`src/rtl/regfile_wb_scheduler.sv`:
```
// Register-file writeback scheduler: busy scoreboard with issue stall, round-robin
// arbitration between pipeline writeback (A) and multi-cycle unit (B), registered write port.
module regfile_wb_scheduler #(
  parameter int NREG  = 32,
  parameter int WIDTH = 32,
  localparam int IW   = $clog2(NREG)
) (
  input  logic             clk,
  input  logic             rst_n,
  input  logic             issue_valid,
  input  logic [IW-1:0]    issue_rs1,
  input  logic [IW-1:0]    issue_rs2,
  input  logic [IW-1:0]    issue_rd,
  input  logic             issue_wr,
  output logic             stall,
  input  logic             a_valid,
  input  logic [IW-1:0]    a_reg,
  input  logic [WIDTH-1:0] a_data,
  output logic             a_ready,
  input  logic             b_valid,
  input  logic [IW-1:0]    b_reg,
  input  logic [WIDTH-1:0] b_data,
  output logic             b_ready,
  output logic             reg_write,
  output logic [IW-1:0]    write_reg,
  output logic [WIDTH-1:0] write_data,
  output logic [NREG-1:0]  busy_vec,
  output logic             wb_err
);

  typedef struct packed {
    logic [IW-1:0]    rg;
    logic [WIDTH-1:0] data;
  } wb_req_t;

  logic [NREG-1:0] busy, busy_nxt;
  logic            last_b;     // 1: B held the most recent grant
  logic            grant_a, grant_b, xfer, issue_set;
  wb_req_t         sel;

  assign busy_vec = busy;

  always_comb begin
    // Busy is the registered value only; a bit clearing this edge still stalls.
    stall     = issue_valid & (~rst_n | busy[issue_rs1] | busy[issue_rs2] |
                               (issue_wr & busy[issue_rd]));
    grant_a   = rst_n & a_valid & (~b_valid | last_b);
    grant_b   = rst_n & b_valid & (~a_valid | ~last_b);
    xfer      = grant_a | grant_b;
    sel       = grant_a ? '{rg: a_reg, data: a_data} : '{rg: b_reg, data: b_data};
    issue_set = issue_valid & ~stall & issue_wr & (issue_rd != '0);
    busy_nxt  = busy;
    if (reg_write) busy_nxt[write_reg] = 1'b0;
    if (issue_set) busy_nxt[issue_rd]  = 1'b1;   // set wins over a same-edge clear
    busy_nxt[0] = 1'b0;
  end

  assign a_ready = grant_a;
  assign b_ready = grant_b;

  always_ff @(posedge clk) begin
    if (!rst_n) begin
      busy       <= '0;
      reg_write  <= 1'b0;
      write_reg  <= '0;
      write_data <= '0;
      wb_err     <= 1'b0;
      last_b     <= 1'b1;
    end else begin
      busy      <= busy_nxt;
      reg_write <= xfer & (sel.rg != '0);
      if (xfer) begin
        write_reg  <= sel.rg;
        write_data <= sel.data;
        last_b     <= grant_b;
        if (!busy[sel.rg]) wb_err <= 1'b1;
      end
    end
  end

endmodule
```
`config.mk`:
```
export PLATFORM = sky130hd
export DESIGN_NAME = regfile_wb_scheduler
export DESIGN_NICKNAME = d
export VERILOG_FILES = /design/src/rtl/regfile_wb_scheduler.sv
export SDC_FILE = /design/constraint.sdc
export NUM_CORES = 1
export LEC_CHECK = 0
export ABC_AREA = 1
export CAP_MARGIN = 20
export CELL_PAD_IN_SITES_DETAIL_PLACEMENT = 1
export CELL_PAD_IN_SITES_GLOBAL_PLACEMENT = 1
export CORE_MARGIN = 5
export CORE_UTILIZATION = 31
export CTS_BUF_LIST = sky130_fd_sc_hd__clkbuf_4
export CTS_CLUSTER_DIAMETER = 200
export DETAILED_ROUTE_END_ITERATION = 10
export PLACE_DENSITY_LB_ADDON = 0.1
export SYNTH_ARGS = -nofsm -noshare
export SYNTH_HDL_FRONTEND = slang
export SYNTH_SLANG_ARGS = --single-unit
```
`constraint.sdc`:
```
create_clock -name clk -period 2.25 [get_ports clk]
set_input_delay 0.3375 -clock clk [delete_from_list [all_inputs] [get_ports clk]]
set_output_delay 0.3375 -clock clk [all_outputs]
set_load 0.01 [all_outputs]
```
==> impl_results.md <==
* Worst r2r src: busy_vec[14]$_SDFF_PN0_
* Distinct cell type count after synthesis at 32
* Max clock buf depth at 2
* Vias in the first global route at 6495
* Drt total wl at 21800 um
* Post-synth EDFFs at 0
* Most frequent cells in the layout: nand2_1 (260), clkdlybuf4s50_1 (157), nand3_1 (113), buf_4 (73), dfxtp_1 (57)
* Endpoints failing setup at 0
* Synthesis-stage register bit count at 71
* Most common cell after layout, fill and taps aside: nand2_1
* Register area share after synthesis at 31.0%
* Syn Inst Count at 757
* Status: complete, no violations
* Port bufs at 167
* First-pass GRT wire length at 34600 um
* Yosys top cell by area: dfxtp_1
* Async SR Flop Fraction at 0%
* CTS Buf Count at 9
* Dominant synthesized flop cell: dfxtp_1
* Period utilisation layout at 99.9%
* Final nets at 1077
* Crit end category: output port
* Worst vdd ir at 312 uV
* Clock Latency Late Sink at 460 ps
* Total track usage at 24.8%
* Top-area cell type share of the netlist area at 31.0%
* Max Slew Vio Count at 0
* WHS Path Cells at 3
* Critical-path maximum fanout at 3
* Fraction of layout cells with a size suffix above 1 at 18.1%
* IO Count at 169
* Final Hold Viols at 0
* Dpl hpwl at 16800 um
* Worst Skew at 25.6 ps
* Largest register FFs at 32
* R2r endpoint: busy_vec[14]$_SDFF_PN0_
* Setup WS pre-CTS at -573 ps
* Die X at 132 um
* Synthesis Warnings at 0
* Initial Utilization at 31.5%
* # clock sinks at 71
* Die Area at 17300 um2
* Max_cap viols at 0
* Power Total at 3.12 mW
* Clock slew at reported path FFs at 120 ps
* Leakage at 3.03 nW
* Initial antenna violation count at 1
* Power Dens Cells at 432 nW/um2
* Grt ovf at 0
* Via/cell ratio at 5.17
* P_int at 2.09 mW
* CTS tree: yes
* Number of remaining DRC errors at 0
* Syn_nets at 852
* Net Sw Power at 1.03 mW
* Core Area at 14500 um2
* Hold path startpoint: a_data[22]
* Post-route ant nets at 0
* Util after Layout at 49.7%
* Final worst slack at 1.63 ps
* Mean post-synth cell area at 6.05 um2
* Worst-margin pin slew at 747 ps
* Area of the mapped netlist at 4580 um2
* F_max at 445 MHz
* Seq pwr share at 43.4%
* Routed len/inst at 18.6 um
* Fill count at 1943
* Clk pwr share at 27.5%
* R2R depth at 15
* DRT Pass-1 Iters at 4
* CTS Hold Bufs at 0
* Die Ht at 132 um
* Hold endpoint: write_data[22]$_SDFFE_PN0P_
* Worst EP arrival at 1910 ps
* First DRT Iteration DRCs at 246
* Sw frac at 33.1%
* GP Congestion at 0.914
* Site Rows at 44
* Comb power frac at 29.2%
* Tightest Hold Check Type: in -> reg
* CTS Root Cell: clkbuf_4
* RSZ-0062 raised after global routing: yes
* Relative slew margins at 50.2%
* Area grow syn2layout at 57.7%
* Synth area leaders: dfxtp_1 (31%), nand2_1 (22%), nand3_1 (12%), inv_1 (5.8%), o21ai_0 (5.1%)
* Largest net degree at the start of global routing at 65
* Worst R2R Setup Slack at 230 ps
* Detailed-route via count at 6054
* CP Data Required Time at 1910 ps
* Tmin final at 2250 ps
* Setup tns final at 0 ps
* H-Tree Level Count at 3
* Crit Path Category: reg -> out
* Startpoint Class: flop
==> worst max-delay path by stage <==
stage	slack [ps]	end	startpoint	cells after the start
after floorplan	440	stall	issue_rs1[0]	11
after detailed placement	-570	stall	issue_rd[3]	12
after global placement	-530	stall	issue_rd[3]	12
final	2	stall	busy_vec[14]$_SDFF_PN0_	14
after CTS	-60	stall	busy_vec[13]$_SDFF_PN0_	14
after global routing	-140	stall	busy_vec[14]$_SDFF_PN0_	14
==> stage by stage <==
stage,hold WS [ps],std cells,cell area [um2]
after floorplan,467,757,4580
after global placement,464,1150,6900
after detailed placement,468,1150,6900
after CTS,413,1170,7140
after global routing,422,1172,7220
final,447,1172,7220
==> routing by layer <==
layer | track usage (%) | vias to the layer above | wire (um)
met1 | 28.5 | 2877 | 8820
met3 | 8.22 | 44 | 1580
met5 | 0 | - | 0
met4 | 9.37 | 0 | 634
met2 | 42.7 | 196 | 10800
li1 | - | 2937 | -
==> synthesized netlist by cell type (3+ instances only) <==
library cell  instances
buf_2                 8
o21ai_2               3
o21ai_0              47
nand3_1             113
o211ai_1              8
inv_1                71
nor3_1                8
a21oi_1              37
nand2_1             267
buf_4                 6
inv_2                 3
clkbuf_1             14
nand3_2               6
dfxtp_1              71
nor2_1               40
buf_6                 8
a31oi_1              32
==> area by class of cell <==
| type | count | area [um2] | area share (%) |
|---|---|---|---|
| multi-input cells | 572 | 2700 | 37.3 |
| repair buffers | 251 | 2410 | 33.3 |
| flip-flops and latches | 71 | 1440 | 19.9 |
| inverters | 76 | 304 | 4.21 |
| well taps | 184 | 230 | 3.19 |
| clock buffers | 10 | 75.1 | 1.04 |
| clock inverters | 6 | 61.3 | 0.849 |
| repair inverters | 1 | 7.51 | 0.104 |
| diodes | 1 | 2.50 | 0.0347 |
==> logic make-up after synthesis <==
logic type | Yosys count | synth area share [%]
AND/OR/NAND/NOR | 440 | 40.7
other | 1 | 0.0819
flip-flops | 71 | 31.0
buffers and inverters | 114 | 11.9
AO/OA/AOI/OAI | 130 | 16.0
multiplexers | 1 | 0.219
==> worst max-delay path, stage by stage, from the launching register on <==
cell and delay, ps:
dfxtp_2 360, buf_4 140, nand2_2 70, nand2_1 50, nand2_1 60, nand2_2 60, nand2_1 60, nand2_1 60
nor2_1 100, nand2_1 60, nand2_1 70, nand2_2 60, nor2_4 120, nor2_2 50, buf_2 130
==> repair_timing <==
action | CTS | global route
pin swaps | 1 | 14
cloned | 2 | 0
buffers inserted | 2 | 1
resized for setup | 44 | 45
endpoints found under the setup margin | 3 | 13
==> power by group through the flow <==
stage / clock network (mW) / logic (mW) / registers, mW
global placement: 0 / 0.872 / 1.38
detailed placement: 0 / 0.889 / 1.38
global route: 0.931 / 0.995 / 1.36
finish: 0.858 / 0.909 / 1.35
floorplan: 0 / 0.394 / 1.40
CTS: 0.884 / 0.908 / 1.35
Note: power is estimated with default switching activity, not from simulation.
